<file path="config.mk">
export PLATFORM = sky130hd
export DESIGN_NAME = unified_mem_arbiter
export DESIGN_NICKNAME = d
export VERILOG_FILES = /design/src/rtl/mem_arb_pkg.sv /design/src/rtl/mem_arb_pick.sv /design/src/rtl/unified_mem_arbiter.sv
export SDC_FILE = /design/constraint.sdc
export NUM_CORES = 1
export LEC_CHECK = 0
export BUFFER_PORTS_ARGS = -buffer_cell sky130_fd_sc_hd__buf_2
export CELL_PAD_IN_SITES_DETAIL_PLACEMENT = 2
export CELL_PAD_IN_SITES_GLOBAL_PLACEMENT = 2
export CORE_MARGIN = 4
export CORE_UTILIZATION = 19
export CTS_CLUSTER_SIZE = 16
export DETAILED_ROUTE_END_ITERATION = 8
export PLACE_DENSITY_LB_ADDON = 0.1
export SYNTH_ARGS = -nofsm -noshare
export SYNTH_HDL_FRONTEND = slang
export SYNTH_SLANG_ARGS = --single-unit
</file>
<file path="constraint.sdc">
create_clock -name clk -period 4.1 [get_ports clk]
set_input_delay 0.41 -clock clk [delete_from_list [all_inputs] [get_ports clk]]
set_output_delay 0.41 -clock clk [all_outputs]
set_load 0.02 [all_outputs]
</file>
<file path="src/rtl/mem_arb_pkg.sv">
// mem_arb_pkg: shared types and widths for the unified memory arbiter.
//   state_t : arbiter sequencing state (IDLE, WAIT, RESP)
//   owner_t : which port owns the in-flight transaction
package mem_arb_pkg;
  localparam int ADDR_W = 32;
  localparam int DATA_W = 32;
  localparam int BE_W   = 4;

  typedef enum logic [1:0] {IDLE, WAIT, RESP} state_t;
  typedef enum logic {OWN_IF, OWN_D} owner_t;
endpackage

</file>
<file path="src/rtl/mem_arb_pick.sv">
// mem_arb_pick: combinational winner select between fetch and data.
//   i_if_req      : fetch request level
//   i_d_req       : data request level
//   i_starve_full : fetch has lost the maximum allowed number of times
//   o_pick_if     : fetch would win if acceptance is legal
//   o_pick_d      : data would win if acceptance is legal
module mem_arb_pick (
  input  logic i_if_req,
  input  logic i_d_req,
  input  logic i_starve_full,
  output logic o_pick_if,
  output logic o_pick_d
);
  // Data wins a contended cycle unless fetch has been starved out.
  assign o_pick_d  = i_d_req && !(i_if_req && i_starve_full);
  assign o_pick_if = i_if_req && !o_pick_d;
endmodule

</file>
<file path="src/rtl/unified_mem_arbiter.sv">
// unified_mem_arbiter: shares one single-ported fixed-latency memory between
// the instruction-fetch port and the load/store port, one transaction at a time.
//   clk, rst                           : clock, synchronous active-high reset
//   if_req/if_addr -> if_gnt           : fetch request and acceptance
//   if_rvalid/if_rdata                 : fetch completion pulse and data
//   d_req/d_we/d_addr/d_wdata/d_be     : data request (d_we=1 store)
//   d_gnt, d_rvalid/d_rdata            : data acceptance and completion
//   mem_en/mem_we/mem_addr/mem_wdata/mem_be, mem_rdata : memory command/return
//   busy                               : a transaction is in flight
module unified_mem_arbiter
  import mem_arb_pkg::*;
#(
  parameter int LAT        = 2,
  parameter int STARVE_MAX = 4
) (
  input  logic              clk,
  input  logic              rst,
  input  logic              if_req,
  input  logic [ADDR_W-1:0] if_addr,
  output logic              if_gnt,
  output logic              if_rvalid,
  output logic [DATA_W-1:0] if_rdata,
  input  logic              d_req,
  input  logic              d_we,
  input  logic [ADDR_W-1:0] d_addr,
  input  logic [DATA_W-1:0] d_wdata,
  input  logic [BE_W-1:0]   d_be,
  output logic              d_gnt,
  output logic              d_rvalid,
  output logic [DATA_W-1:0] d_rdata,
  output logic              mem_en,
  output logic              mem_we,
  output logic [ADDR_W-1:0] mem_addr,
  output logic [DATA_W-1:0] mem_wdata,
  output logic [BE_W-1:0]   mem_be,
  input  logic [DATA_W-1:0] mem_rdata,
  output logic              busy
);
  localparam logic [3:0] LAT_M1     = 4'(LAT - 1);
  localparam logic [3:0] STARVE_LIM = 4'(STARVE_MAX);

  state_t            r_state, w_state_nxt;
  logic [3:0]        r_lat_cnt, w_lat_nxt;
  logic [3:0]        r_starve_cnt;
  owner_t            r_owner;
  logic              r_we;
  logic [DATA_W-1:0] r_rdata;
  logic              w_accept_ok, w_accept, w_capture, w_resp;
  logic              w_pick_if, w_pick_d;

  mem_arb_pick u_pick (
    .i_if_req      (if_req),
    .i_d_req       (d_req),
    .i_starve_full (r_starve_cnt == STARVE_LIM),
    .o_pick_if     (w_pick_if),
    .o_pick_d      (w_pick_d)
  );

  // A new request may be taken when idle or while the previous one responds.
  assign w_accept_ok = !rst && (r_state == IDLE || r_state == RESP);
  assign if_gnt      = w_accept_ok && w_pick_if;
  assign d_gnt       = w_accept_ok && w_pick_d;
  assign w_accept    = if_gnt || d_gnt;

  // Memory command is a straight mux of the winner's request fields.
  always_comb begin
    mem_en    = 1'b0;
    mem_we    = 1'b0;
    mem_addr  = '0;
    mem_wdata = '0;
    mem_be    = '0;
    if (if_gnt) begin
      mem_en   = 1'b1;
      mem_addr = if_addr;
      mem_be   = '1;
    end else if (d_gnt) begin
      mem_en    = 1'b1;
      mem_we    = d_we;
      mem_addr  = d_addr;
      mem_wdata = d_wdata;
      mem_be    = d_be;
    end
  end

  always_comb begin
    w_state_nxt = r_state;
    w_lat_nxt   = r_lat_cnt;
    w_capture   = 1'b0;
    case (r_state)
      IDLE: begin
        if (w_accept) begin
          w_state_nxt = WAIT;
          w_lat_nxt   = LAT_M1;
        end
      end
      WAIT: begin
        if (r_lat_cnt == 4'd0) begin
          w_state_nxt = RESP;
          w_capture   = 1'b1;
        end else begin
          w_lat_nxt = r_lat_cnt - 4'd1;
        end
      end
      RESP: begin
        if (w_accept) begin
          w_state_nxt = WAIT;
          w_lat_nxt   = LAT_M1;
        end else begin
          w_state_nxt = IDLE;
        end
      end
      default: w_state_nxt = IDLE;
    endcase
  end

  always_ff @(posedge clk) begin
    if (rst) begin
      r_state      <= IDLE;
      r_lat_cnt    <= 4'd0;
      r_starve_cnt <= 4'd0;
      r_owner      <= OWN_IF;
      r_we         <= 1'b0;
      r_rdata      <= '0;
    end else begin
      r_state   <= w_state_nxt;
      r_lat_cnt <= w_lat_nxt;
      if (w_accept) begin
        r_owner <= if_gnt ? OWN_IF : OWN_D;
        r_we    <= mem_we;
      end
      // Stores complete with zero data so the core never sees stale read data.
      if (w_capture) r_rdata <= r_we ? '0 : mem_rdata;
      if (if_gnt) r_starve_cnt <= 4'd0;
      else if (d_gnt && if_req && r_starve_cnt != STARVE_LIM)
        r_starve_cnt <= r_starve_cnt + 4'd1;
    end
  end

  // Gating with !rst drops a response that is cut off by reset.
  assign w_resp    = !rst && (r_state == RESP);
  assign if_rvalid = w_resp && (r_owner == OWN_IF);
  assign d_rvalid  = w_resp && (r_owner == OWN_D);
  assign if_rdata  = if_rvalid ? r_rdata : '0;
  assign d_rdata   = d_rvalid ? r_rdata : '0;
  assign busy      = !rst && (r_state != IDLE);
endmodule

</file>
==> impl_metrics.yaml <==
outcome:
  status: "finished clean"
worst_setup_path:
  arrival_ns: 2.67
  path_buf_inv: 2
  start_kind: "register"
  worstPathCellList: "inv_1, ha_1, nand4b_1, and3_2, a22o_1, buf_2"
  cpPeakStageDelay_ns: 0.99
  crit_family: "simple AND/OR/NAND/NOR gates"
  path_max_fanout: 71
  cp-end-kind: "output port"
  crit_required_ns: 3.69
  crit_slowest_cell: "and3_2"
  critical_path_class: "reg2out"
timing:
  setup_viol: 0
  post-route-min-period_ns: 3.08
  relSlewSlack: 0.254
  tns_ns: 0
  hold_violations: 0
  fin_skew_ns: 0.00512
  drv_slew: 0
  rsz0062_at_grt: "false"
  min_period_over_period: 0.751
  tightestPinTransition_ns: 1.12
  max_freq_ghz: 0.325
  fin_hold_ws_ns: 0.337
logic_synthesis:
  synthDistinctLibCells: 36
  ys_seq_area_frac: 0.326
  yosys_warnings: 0
  syn-num-nets: 438
  ys_seq_elements: 44
  avgSynthCellArea_um2: 9.06
  ys_async_sr_fraction: 0
  synth.largest_area_cell: "dfxtp_1"
  syn-cell-area_mm2: 0.00270
  ys.flop_type: "dfxtp_1"
  synth_top_cell_area_share: 0.326
  netlist_top_cells_area: "dfxtp_1, and2_1, a22o_1"
  netlist_instances: 298
  synth_edf_count: 0
flow_run:
  drv_cap: 0
clock_network:
  numCtsBuffers: 5
  cts_tree: "yes"
  cts_resized: 0
  clk-insertion-delay-late_ns: 0.28
  h-tree-depth: 2
  root_buffer: "clkbuf_16"
  cts_sinks: 44
  post_cts_buffers: 0
  clk_path_buf_depth: 2
  clkTransAtPathRegs_ns: 0.06
  ctsHoldBuffers: 0
floorplanning:
  fp-row-count: 43
  dieArea_mm2: 0.0162
  core-area_mm2: 0.0139
  die_h_um: 127
  pin_count: 276
  initial_core_util: 0.194
  die_w_um: 127
place:
  gp_congestion: 0.775
  placed_cell_area_mm2: 0.00418
  dp.final_hpwl_mm: 10.7
  io_buffers: 275
layout:
  final_cell_mix: "buf_2, and2_1, a22o_1"
  final_nets: 698
  layout.cells.most_common: "buf_2"
  final_area_mm2: 0.00432
  layout-drive-gt1-share: 0.530
  area_growth_pct: 60.0
  n_antenna_cell: 0
routing:
  vias: 3256
  antenna_left: 0
  wire_per_inst_um: 17.6
  first_iter_violations: 53
  dr.pass1.iters: 4
  routed_wl_mm: 13.0
  viasPerCell: 4.41
  drc: 0
global_route:
  grt_pass1_wl_mm: 19.8
  antenna_found_initial: 0
  first_global_vias: 3506
  grt_usage: 0.151
  grt_max_degree: 72
  grt.overflow.total: 0
power:
  powerDensity_mw_per_mm2: 261
  p_leak_nw: 2.41
  ir_worst_vdd_mv: 0.150
min_path:
  hold_class: "in2reg"
-- per-layer routing --
| layer | part of all wire | up-vias | wire (um) | global-route usage |
|---|---|---|---|---|
| met4 | 0.0029 | 0 | 38 | 0.0208 |
| met5 | 0 | - | 0 | 0 |
| met1 | 0.39 | 1541 | 5050 | 0.174 |
| met3 | 0.081 | 2 | 1060 | 0.0447 |
| li1 | - | 1584 | - | - |
| met2 | 0.53 | 129 | 6860 | 0.282 |
-- area by class of cell --
cell class	instances	area (um2)
fillers	1641	9560
multi-input cells	220	1640
repair buffers	279	1410
flip-flops and latches	44	881
well taps	180	225
clock buffers	5	125
inverters	8	30.0
clock inverters	2	12.5
-- flip-flops by register name, indices dropped and copies added (netlist names) --
signal / flops
r_rdata: 32
r_owner: 1
r_state: 2
r_we: 1
r_lat_cnt: 4
r_starve_cnt: 4
-- where the power goes --
part	switching (mW)	leakage [nW]	internal [mW]
Sequential	0.0170	0.357	0.448
Clock	0.161	0.0657	0.221
Combinational	0.154	1.99	0.124
-- kinds of logic (layout without fill, tap and decap cells) --
logic type / after synthesis / after routing / share of synthesized area
simple gates: 127 / 127 / 0.313
compound gates: 90 / 90 / 0.276
flops: 44 / 44 / 0.326
buf+inv: 34 / 294 / 0.0709
fa+ha+maj: 3 / 3 / 0.0139
-- synthesized netlist by cell type (2+ instances only) --
cell type / instances
a22o_1: 64
a21oi_1: 4
clkbuf_1: 10
a31oi_1: 2
and2_1: 97
and3_1: 2
buf_6: 7
or3_1: 2
o31ai_1: 2
a211oi_1: 2
dfxtp_1: 44
nor2_1: 6
ha_1: 3
or4_1: 4
o21a_1: 2
buf_2: 9
inv_1: 8
nor3b_2: 3
o21ai_0: 5
nor3_1: 3
a21o_1: 4
-- through the flow --
step | worst slack [ns] | total power [mW] | utilization | cells
2_1_floorplan | 2.11 | 0.627 | - | 298
3_3_place_gp | 1.39 | 0.750 | 0.301 | 731
3_5_place_dp | 1.31 | 0.757 | 0.301 | 731
4_1_cts | 0.995 | 1.15 | 0.311 | 738
5_1_grt | 0.806 | 1.20 | 0.311 | 738
6_report | 1.02 | 1.13 | 0.311 | 738
-- path summary, 6_finish.rpt --
| check | depth (start not counted) | start | endpoint | slack, ns |
|---|---|---|---|---|
| max | 6 | r_starve_cnt[0] | mem_addr[1] | 1.02 |
| min | 2 | mem_rdata[1] | r_rdata[1] | 0.34 |
| max reg2reg | 5 | r_starve_cnt[0] | r_we | 1.92 |
| min reg2reg | 1 | r_rdata[1] | r_rdata[1] | 0.49 |
Power figures use the tool's default switching activity.
